[src/rtl/jtcop_dwnld.sv]
// ---------------------------------------------------------------------------
// jtcop_dwnld
//
// Turns the ioctl download byte stream (ROM or NVRAM) into SDRAM programming
// writes for the four banks used by jtcop_sdram. Each byte is routed to a
// bank according to its address region. A two-entry FIFO absorbs bytes while
// an SDRAM write is still in flight. With JTCOP_MCU_EN defined, the i8751 MCU
// firmware region is diverted to the MCU program RAM via mcu_we. Without it,
// MCU bytes are dropped and mcu_we is tied low.
//
// Configuration macro: JTCOP_MCU_EN
//
// Ports
//   clk, rst      system clock, synchronous active-high reset
//   downloading   download in progress
//   ioctl_addr    byte address of the incoming byte
//   ioctl_dout    incoming byte
//   ioctl_wr      one-cycle strobe marking a valid byte
//   ioctl_ram     0 = ROM stream, 1 = NVRAM stream
//   prog_addr     SDRAM word address (its low 12 bits are also the MCU RAM address)
//   prog_data     write data, byte duplicated in both lanes
//   prog_mask     per-byte mask, 1 = lane not written
//   prog_ba       target SDRAM bank
//   prog_we       write request, held until prog_ack
//   prog_rd       always 0
//   prog_ack      SDRAM accepted the request
//   prog_rdy      SDRAM finished the write
//   mcu_we        one-cycle MCU program RAM write strobe
//   dwnld_busy    download active or a write still pending
//   ovf           sticky flag: a byte was lost because the FIFO was full
// ---------------------------------------------------------------------------
module jtcop_dwnld #(
    parameter logic [24:0] BA1_START  = 25'h08_0000,
    parameter logic [24:0] BA2_START  = 25'h10_0000,
    parameter logic [24:0] BA3_START  = 25'h20_0000,
    parameter logic [24:0] MCU_START  = 25'h30_0000,
    parameter logic [24:0] PROM_END   = 25'h30_1000,
    parameter logic [21:0] RAM_OFFSET = 22'h3F_8000
) (
    input  logic        clk,
    input  logic        rst,
    input  logic        downloading,
    input  logic [24:0] ioctl_addr,
    input  logic [7:0]  ioctl_dout,
    input  logic        ioctl_wr,
    input  logic        ioctl_ram,
    output logic [21:0] prog_addr,
    output logic [15:0] prog_data,
    output logic [1:0]  prog_mask,
    output logic [1:0]  prog_ba,
    output logic        prog_we,
    output logic        prog_rd,
    input  logic        prog_ack,
    input  logic        prog_rdy,
    output logic        mcu_we,
    output logic        dwnld_busy,
    output logic        ovf
);

    typedef enum logic [1:0] {
        ST_IDLE,
        ST_REQ,
        ST_WAIT
    } state_t;

    typedef struct packed {
        logic [1:0]  ba;
        logic [21:0] addr;
        logic [1:0]  mask;
        logic [7:0]  data;
        logic        is_mcu;
    } entry_t;

    state_t     state, state_nx;
    entry_t     new_entry;
    entry_t     fifo0, fifo1;
    logic [1:0] count;
    logic       keep;
    logic       full;
    logic       push;
    logic       pop;
    logic       load;
    logic       lost;
`ifdef JTCOP_MCU_EN
    logic       mcu_fire;
`endif

    assign prog_rd    = 1'b0;
    assign dwnld_busy = downloading | (count != 2'd0) | (state != ST_IDLE);

    // Region decode of the incoming byte. The highest region start that is
    // not above the address wins. Bytes past the valid data are not kept.
    always_comb begin
        new_entry      = '0;
        keep           = 1'b0;
        new_entry.data = ioctl_dout;
        new_entry.mask = ioctl_addr[0] ? 2'b10 : 2'b01;
        if (ioctl_ram) begin
            keep           = 1'b1;
            new_entry.ba   = 2'd0;
            new_entry.addr = RAM_OFFSET + {1'b0, ioctl_addr[21:1]};
        end else if (ioctl_addr >= PROM_END) begin
            keep = 1'b0;
        end else if (ioctl_addr >= MCU_START) begin
`ifdef JTCOP_MCU_EN
            keep             = 1'b1;
            new_entry.is_mcu = 1'b1;
            new_entry.addr   = 22'((ioctl_addr - MCU_START) >> 1);
`else
            keep = 1'b0;
`endif
        end else if (ioctl_addr >= BA3_START) begin
            keep           = 1'b1;
            new_entry.ba   = 2'd3;
            new_entry.addr = 22'((ioctl_addr - BA3_START) >> 1);
        end else if (ioctl_addr >= BA2_START) begin
            keep           = 1'b1;
            new_entry.ba   = 2'd2;
            new_entry.addr = 22'((ioctl_addr - BA2_START) >> 1);
        end else if (ioctl_addr >= BA1_START) begin
            keep           = 1'b1;
            new_entry.ba   = 2'd1;
            new_entry.addr = 22'((ioctl_addr - BA1_START) >> 1);
        end else begin
            keep           = 1'b1;
            new_entry.ba   = 2'd0;
            new_entry.addr = 22'(ioctl_addr >> 1);
        end
    end

    // A push into a full FIFO only succeeds if the head leaves the same cycle.
    assign full = (count == 2'd2);
    assign push = ioctl_wr & keep & (~full | pop);
    assign lost = ioctl_wr & keep & full & ~pop;

    // Next-state logic. An SDRAM entry stays at the FIFO head until it is
    // acknowledged. MCU entries leave the FIFO the cycle they reach IDLE.
    always_comb begin
        state_nx = state;
        pop      = 1'b0;
        load     = 1'b0;
        prog_we  = 1'b0;
`ifdef JTCOP_MCU_EN
        mcu_fire = 1'b0;
`endif
        case (state)
            ST_IDLE: begin
                if (count != 2'd0) begin
                    load = 1'b1;
                    if (fifo0.is_mcu) begin
                        pop = 1'b1;
`ifdef JTCOP_MCU_EN
                        mcu_fire = 1'b1;
`endif
                    end else begin
                        state_nx = ST_REQ;
                    end
                end
            end
            ST_REQ: begin
                prog_we = 1'b1;
                if (prog_ack) begin
                    pop      = 1'b1;
                    state_nx = prog_rdy ? ST_IDLE : ST_WAIT;
                end
            end
            ST_WAIT: begin
                if (prog_rdy) begin
                    state_nx = ST_IDLE;
                end
            end
            default: state_nx = ST_IDLE;
        endcase
    end

    // State register.
    always_ff @(posedge clk) begin
        if (rst) begin
            state <= ST_IDLE;
        end else begin
            state <= state_nx;
        end
    end

    // FIFO storage. fifo0 is always the head. On a pop, the second entry moves
    // forward. A simultaneous push lands behind whatever remains.
    always_ff @(posedge clk) begin
        if (rst) begin
            fifo0 <= '0;
            fifo1 <= '0;
            count <= 2'd0;
            ovf   <= 1'b0;
        end else begin
            if (pop) begin
                fifo0 <= fifo1;
            end
            if (push) begin
                if ((count - {1'b0, pop}) == 2'd0) begin
                    fifo0 <= new_entry;
                end else begin
                    fifo1 <= new_entry;
                end
            end
            count <= count + {1'b0, push} - {1'b0, pop};
            if (lost) begin
                ovf <= 1'b1;
            end
        end
    end

    // Write outputs are captured from the head as it is launched and then held.
    always_ff @(posedge clk) begin
        if (rst) begin
            prog_addr <= '0;
            prog_data <= '0;
            prog_mask <= '0;
            prog_ba   <= '0;
        end else if (load) begin
            prog_addr <= fifo0.addr;
            prog_data <= {fifo0.data, fifo0.data};
            prog_mask <= fifo0.mask;
            prog_ba   <= fifo0.ba;
        end
    end

`ifdef JTCOP_MCU_EN
    // The MCU RAM strobe lines up with the prog_addr/prog_data update.
    always_ff @(posedge clk) begin
        if (rst) begin
            mcu_we <= 1'b0;
        end else begin
            mcu_we <= mcu_fire;
        end
    end
`else
    assign mcu_we = 1'b0;
`endif

endmodule

[config.mk]
export PLATFORM = sky130hd
export DESIGN_NAME = jtcop_dwnld
export DESIGN_NICKNAME = d
export VERILOG_FILES = /design/src/rtl/jtcop_dwnld.sv
export SDC_FILE = /design/constraint.sdc
export NUM_CORES = 1
export LEC_CHECK = 0
export BUFFER_PORTS_ARGS = -buffer_cell sky130_fd_sc_hd__buf_2
export CAP_MARGIN = 5
export CELL_PAD_IN_SITES_DETAIL_PLACEMENT = 1
export CELL_PAD_IN_SITES_GLOBAL_PLACEMENT = 2
export CORE_MARGIN = 10
export CORE_UTILIZATION = 32
export DETAILED_ROUTE_END_ITERATION = 7
export PLACE_DENSITY_LB_ADDON = 0.1
export SLEW_MARGIN = 25
export SYNTH_ARGS = -nofsm -noshare
export SYNTH_HDL_FRONTEND = slang
export SYNTH_SLANG_ARGS = --single-unit
[constraint.sdc]
create_clock -name clk -period 2.9 [get_ports clk]
set_input_delay 0.435 -clock clk [delete_from_list [all_inputs] [get_ports clk]]
set_output_delay 0.435 -clock clk [all_outputs]
set_load 0.02 [all_outputs]
==> metrics.md, run 1 <==
| Metric | Value |
|---|---|
| Most frequent cells in the layout | nand2_1 (170), dfxtp_1 (108), buf_2 (83), a21oi_1 (70), nor2_1 (63) |
| Period utilization | 0.930 |
| Sw Share | 0.321 |
| IO Port Bufs | 84 |
| Ys async rst share | 0 |
| Leading register cell type out of synthesis | dfxtp_1 |
| Initial DRC count | roughly 200 |
| Post-synthesis sequential area ratio | 0.428 |
| Setup bufs post-CTS | 0 |
| Max IR drop VDD | around 0.38 mV |
| Synth area leader | dfxtp_1 |
| Max clock buf depth | 2 |
| Clock skew | 0.00639 ns |
| Die height | roughly 150 um |
| Reg-to-reg startpoint | count[0]$_SDFF_PP0_ |
| CTS tree | built |
| Area grow syn2layout | 21.2% |
| Yosys top cell area share | 0.428 |
| Clk_lat worst skew | 0.36 ns |
| CTS buffer count | 9 |
| Vias per inst | roughly 5 |
| Clk network pwr share | 0.340 |
| Number of hold buffers added after cts | 0 |
| Initial antenna violation count | 0 |
| Pwr dens | around 680 nW/um^2 |
| Synthesized area | slightly above 5000 um^2 |
| Critical path class | primary input to register |
| Slew margin rel. | 0.521 |
| Worst Tran Pin Value | 0.718 ns |
| Clock-pin slew on the worst setup and hold paths | 0.07 ns |
| Hold_ws | 0.270 ns |
| Routed len/inst | between 15 and 20 um |
| Routed Antenna Nets | 0 |
| Share of layout cells above drive strength 1 | 0.206 |
| Worst path bufs/invs | 4 |
| Largest net degree at the start of global routing | 67 |
| Clock Sinks | between 100 and 150 |
| Synthesized flop and latch total | approximately 110 |
| Mean post-synth cell area | a little under 8 um^2 |
| Gate power share | 0.239 |
| Cell count after synthesis | about 650 |
| CP peak stage delay | slightly above 0.6 ns |
| Class of the worst hold path | primary input to register |
| Ys Warns | 0 |
| Crit-path max FO | 6 |
| Worst EP arrival | around 3.0 ns |
| Tmin final | 2.70 ns |
| FILL cells | roughly 1900 |
| Global Route Usage Sum | 0.154 |
| Top-Level Pins | just under 90 |
| Die area | approximately 21000 um^2 |
| Final hold violations | 0 |
| Root cell of the clock tree | clkbuf_16 |
| DRT Pass-1 Iters | 4 |
| Crit start category | primary input |
| Placed Area | slightly below 6000 um^2 |
| Sw Pwr | 1330 uW |
| Synth area leaders | dfxtp_1 (43%), nand2_1 (13%), a21oi_1 (6.9%) |
| HPWL Detailed | between 10 and 15 mm |
| Placed Cells | between 900 and 1000 |
| LEAKAGE | roughly 0.0024 uW |
| Endpoints failing setup | 0 |
| GRT overflow | 0 |
| Core area | 15300 um^2 |
| Nets | 776 |
| Die W | 146 um |
| Outcome | finished clean |
| Total wire length | approximately 16 mm |
| Worst-path cell chain | buf_2, nor4_1, buf_4, nand2_1, or4_1, buf_4, a31oi_1, buf_4, nor2_1, a311oi_1 |
| Starting density of the core | 0.330 |
| GP Congestion | roughly 0.8 |
| Post-synth EDFFs | 0 |
| Cell Count, Final, Fillers Out | between 900 and 1000 |
| CP max stage cell | or4_1 |
| H-tree levels | 3 |
| Layout Utilization | 0.399 |
| Pint | 2820 uW |
| Seq pwr share | 0.421 |
| First-pass GRT wire length | between 20 and 30 mm |
| Antenna cell count | 0 |
| FP Rows | 45 |
| Vias in the first global route | between 5000 and 6000 |
| Commonest non-fill, non-tap cell in the layout | nand2_1 |
| Max Slew Vio Count | 0 |
| Worst setup EP type | register |
| Drc violations | 0 |
| Hold Crit Start | prog_rdy |
| Post-CTS sizing | 0 |
| Max Cap Viol | 0 |
| Distinct cells, synth | 56 |
| CP startpoint | ioctl_addr[3] |
| Max Fclk | 371 MHz |
| Unrepaired setup endpoints after global routing | false |
| Data required, critical path | between 3 and 4 ns |
| Via count | between 4000 and 5000 |
| Setup TNS Final | 0 ns |
| Finished Cell Area | around 6100 um^2 |
| Worst path top cell family by delay | simple AND/OR/NAND/NOR gates |
| Most frequent CP cell | buf_4 |
==> cells in the mapped netlist, types with 4 or more instances <==
library cell and number:
nand2_1 170, nor2_1 63, o21ai_0 4, a31o_2 4
buf_4 10, buf_2 11, nor3_1 11, a211oi_1 6
ha_1 16, inv_1 14, nor2b_1 4, nor3b_1 16
nand3_1 7, xnor2_1 5, a21oi_1 70, mux2i_1 4
nor4_1 5, clkbuf_1 32, dfxtp_1 108, a31oi_1 5
a311oi_1 32
==> cell type report <==
type	instances	area (um^2)	share of cell area
clock buffer	9	225	0.0368
clock inverter	5	108	0.0176
inverter	14	52.6	0.00859
multi-input combinational	469	2590	0.423
sequential	108	2160	0.353
tap	211	264	0.0432
timing repair buffer	118	716	0.117
==> worst register-to-register path: stages (launching register included) <==
cell and delay [ns]:
dfxtp_1 0.50, nor2_1 0.17, o41a_1 0.37, buf_4 0.22, xnor2_1 0.16, nor2_1 0.13, nand3_2 0.19, buf_12 0.22
a221oi_1 0.30, a311oi_1 0.09
==> cell families (layout without fill, tap and decap cells) <==
| kind of cell | after synthesis | count (layout) | share of synthesized area |
|---|---|---|---|
| flip-flops | 108 | 108 | 0.428 |
| multiplexers | 5 | 5 | 0.0102 |
| adder cells (fa/ha/maj) | 16 | 16 | 0.0397 |
| other | 1 | 2 | 0.000743 |
| XOR/XNOR | 7 | 7 | 0.0121 |
| AND/OR/NAND/NOR | 295 | 295 | 0.257 |
| AO/OA/AOI/OAI | 144 | 144 | 0.189 |
| buffers and inverters | 70 | 146 | 0.0622 |
==> power groups by stage <==
stage / clock network (uW) / logic (uW) / registers (uW)
floorplan: 0 / 609 / 1790
global placement: 0 / 989 / 1770
detailed placement: 0 / 1010 / 1780
CTS: 1450 / 1010 / 1750
global route: 1510 / 1100 / 1770
finish: 1410 / 991 / 1750
==> path summary, 6_finish.rpt <==
check / to / slack [ns] / depth (start not counted)
hold reg to reg: prog_data[14]$_SDFFE_PP0P_ / 0.45 / 2
setup reg to reg: fifo0[27]$_SDFF_PP0_ / 0.42 / 9
hold / removal: state[1]$_SDFFE_PP0P_ / 0.27 / 2
setup / recovery: fifo0[34]$_SDFF_PP0_ / 0.20 / 10
==> sequential cells by signal, indices dropped and copies added, names as in the netlist <==
register	count
count	2
fifo0	35
fifo1	34
ovf	1
prog_addr	22
prog_ba	2
prog_data	8
prog_mask	2
state	2
==> routing by layer <==
layer | GRT usage | vias to the layer above | wire length, um
li1 | - | 2345 | -
met1 | 0.177 | 2317 | 7400
met2 | 0.273 | 81 | 8140
met3 | 0.0363 | 22 | 628
met4 | 0.0546 | 0 | 324
met5 | 0 | - | 0
==> metrics by stage <==
stage | setup WS, ns | total power (uW)
CTS | 0.155 | 4210
global route | 0.0553 | 4390
finish | 0.202 | 4150
floorplan | 0.393 | 2400
global placement | -0.151 | 2760
detailed placement | -0.172 | 2790
No activity file was read; power rests on OpenSTA's default activity.
==> run 2, diff against run 1 <==
--- a/config.mk
+++ b/config.mk
@@ -5,12 +5,13 @@
 export SDC_FILE = /design/constraint.sdc
 export NUM_CORES = 1
 export LEC_CHECK = 0
+export ABC_AREA = 1
 export BUFFER_PORTS_ARGS = -buffer_cell sky130_fd_sc_hd__buf_2
 export CAP_MARGIN = 5
 export CELL_PAD_IN_SITES_DETAIL_PLACEMENT = 1
 export CELL_PAD_IN_SITES_GLOBAL_PLACEMENT = 2
 export CORE_MARGIN = 10
-export CORE_UTILIZATION = 32
+export CORE_UTILIZATION = 31
 export DETAILED_ROUTE_END_ITERATION = 7
 export PLACE_DENSITY_LB_ADDON = 0.1
 export SLEW_MARGIN = 25
==> run 2 against run 1 <==
Cell area fell by 0.88%. Hold slack gained 0.074 ns. Synthesized cell count grew 12%. Non-clock buffer count shrank 22. Clock power shrank 4%. Core utilization is 3.1 points lower. Routed wire length rose by 2.1%. Final cell count up 8.0%. Via count rose by 3.1%. Critical path depth increased by 2. Setup slack improved by 0.39 ns. Sequential cell count unchanged. Critical path type is now register to register. Largest cell class unchanged. Largest power group is now combinational cells.
==> metrics.md, run 2 <==
| Metric | Value |
|---|---|
| Largest registers | fifo0 (35), fifo1 (34), prog_addr (22) |
| Share of layout cells above drive strength 1 | 0.158 |
| Initial antenna violation count | 0 |
| Post-CTS sizing | 0 |
| LEAKAGE | a little under 0.003 uW |
| Reg2reg setup slack | between 0.5 and 0.6 ns |
| Gate power share | 0.384 |
| Worst EP arrival | between 2 and 3 ns |
| Die height | 149 um |
| Tot Pwr | 5680 uW |
| Crit start category | register |
| Leading register cell type out of synthesis | dfxtp_1 |
| Synthesized flop and latch total | ~110 |
| Post-synthesis sequential area ratio | 0.419 |
| DRT Pass-1 Iters | 4 |
| Mean post-synth cell area | slightly above 7 um^2 |
| Slew margin rel. | 0.617 |
| Core area | 16500 um^2 |
| Reg-to-reg startpoint | count[0]$_SDFF_PP0_ |
| Sw Share | 0.398 |
| Tmin final | about 2.3 ns |
| Largest net degree at the start of global routing | 48 |
| Clock Sinks | roughly 110 |
| GRT overflow | 0 |
| Total wire length | 16.8 mm |
| Max Fclk | about 430 MHz |
| DP Worst Slack | roughly 0.39 ns |
| Synthesized area | around 5200 um^2 |
| Distinct cells, synth | 35 |
| Seq pwr share | 0.378 |
| Synth cell count leaders | nand2_1 (165), nor2_1 (109), dfxtp_1 (108) |
| Clock-pin slew on the worst setup and hold paths | around 0.07 ns |
| Largest Register | fifo0 |
| CTS tree | built |
| Max Cap Viol | 0 |
| Data required, critical path | about 3.1 ns |
| Initial DRC count | between 150 and 200 |
| Hold Crit Start | ioctl_dout[2] |
| Max FFs per register | 35 |
| Max Slew Vio Count | 0 |
| Commonest non-fill, non-tap cell in the layout | nand2_1 |
| Unrepaired setup endpoints after global routing | false |
| H-tree levels | 3 |
| Die W | ~150 um |
| Clock skew | about 0.0086 ns |
| Pint | about 3400 uW |
| Vias per inst | about 5 |
| Via count | between 4000 and 5000 |
| Max IR drop VDD | between 0.3 and 0.4 mV |
| Hold depth | 3 |
| Critical path class | register to register |
| Period utilization | 0.797 |
| Yosys top cell area share | 0.419 |
| Antenna cell count | 0 |
| Setup TNS Final | 0 ns |
| Post-synth EDFFs | 0 |
| HPWL Detailed | around 12 mm |
| Area grow syn2layout | 17.5% |
| GP Congestion | 0.827 |
| Vias in the first global route | just over 5000 |
| Worst setup EP type | register |
| First-pass GRT wire length | 27.2 mm |
| Final hold violations | 0 |
| Sw Pwr | 2260 uW |
| Top-Level Pins | between 80 and 90 |
| Clk network pwr share | 0.238 |
| Endpoints failing setup | 0 |
| Hold_ws | ~0.34 ns |
| Root cell of the clock tree | clkbuf_16 |
| Class of the worst hold path | primary input to register |
| Synth area leader | dfxtp_1 |
| RR Endpoint | fifo0[27]$_SDFF_PP0_ |
| Worst Tran Pin Value | about 0.57 ns |
| Pwr dens | about 940 nW/um^2 |
| IO Port Bufs | 84 |
| Drc violations | 0 |
| Number of hold buffers added after cts | 0 |
| FP Rows | 47 |
| Crit-path max FO | 18 |
| Top-count cell post-synth | nand2_1 |
| Min setup slack post-route | about 0.59 ns |
| Routed len/inst | between 15 and 20 um |
| Reg2reg path depth | 12 |
| Clk_lat worst skew | around 0.35 ns |
| Routed Antenna Nets | 0 |
| Starting density of the core | 0.313 |
| Die area | ~22000 um^2 |
| CTS buffer count | 9 |
| Min-Delay Endpoint | fifo1[3]$_SDFFE_PP0P_ |
| Synth area leaders | dfxtp_1 (42%), nand2_1 (12%), nor2_1 (7.9%) |
| Layout Utilization | 0.368 |
| Setup bufs post-CTS | 0 |
| Max clock buf depth | 2 |
| Nets | 841 |
| Ys Warns | 0 |
| Most frequent cells in the layout | nand2_1 (165), nor2_1 (109), dfxtp_1 (108), buf_2 (84), a21oi_1 (63) |
| Ys async rst share | 0 |
| Global Route Usage Sum | 0.151 |
| Outcome | finished clean |
| Cell count after synthesis | 725 |
[run 2: cell count changes after synthesis, moves of 9 or more]
| cell | previous run | this run |
|---|---|---|
| nand3_1 | 7 | 49 |
| inv_1 | 14 | 47 |
| nor3b_1 | 16 | 0 |
| nor3_1 | 11 | 2 |
| nor2_1 | 63 | 109 |
| a311oi_1 | 32 | 0 |
| o21ai_0 | 4 | 51 |
| o211a_1 | 0 | 22 |
[run 2: area by class of cell]
class	instances	area, um^2
multi-input combinational	517	2550
timing repair buffer	96	548
fill	2086	10400
clock inverter	4	72.6
inverter	53	199
tap	220	275
sequential	108	2160
clock buffer	11	253
[run 2: power by group through the flow]
stage | registers [uW] | logic [uW] | clock network [uW]
after floorplan | 2450 | 1240 | 0
after global placement | 2170 | 2190 | 0
after detailed placement | 2180 | 2240 | 0
after CTS | 2150 | 2250 | 1400
after global routing | 2210 | 2460 | 1470
final | 2150 | 2180 | 1350
[run 2: per-layer routing]
metal	vias to the layer above	track usage	wire length [um]
met1	2377	0.183	7730
met5	-	0	0
met3	15	0.0379	680
li1	2451	-	-
met2	68	0.262	8250
met4	0	0.0373	173
[run 2: cell families after synthesis]
kind of cell | synth area share
AO/OA/AOI/OAI | 0.172
XOR/XNOR | 0.0119
adder cells (fa/ha/maj) | 0.0388
buffers and inverters | 0.0868
flip-flops | 0.419
other | 0.000727
AND/OR/NAND/NOR | 0.271
[run 2: how the worst max path moves through the flow]
stage / from / end / cells past startpoint
2_1_floorplan: ioctl_addr[16] / count[1]$_SDFF_PP0_ / 16
3_3_place_gp: ioctl_addr[20] / fifo0[31]$_SDFF_PP0_ / 16
3_5_place_dp: ioctl_addr[20] / fifo1[33]$_SDFFE_PP0P_ / 13
4_1_cts: count[0]$_SDFF_PP0_ / fifo0[27]$_SDFF_PP0_ / 12
5_1_grt: count[0]$_SDFF_PP0_ / fifo0[27]$_SDFF_PP0_ / 12
6_report: count[0]$_SDFF_PP0_ / fifo0[27]$_SDFF_PP0_ / 12
[run 2: worst max-delay path: stages, from the launching register on]
cell	delay (ns)
dfxtp_1	0.35
nor2_2	0.20
nor2_4	0.06
nand2_1	0.07
nand2_2	0.07
inv_2	0.29
nand2_1	0.10
nand3b_1	0.19
inv_2	0.05
nand3_2	0.19
clkinv_1	0.33
o21ai_0	0.25
nor2_1	0.06
[run 2: per-stage QoR]
step                instance area [um^2]  std cells
floorplan                           5160        726
global placement                    5740        994
detailed placement                  5740        994
CTS                                 6060       1009
global route                        6060       1009
finish                              6060       1009
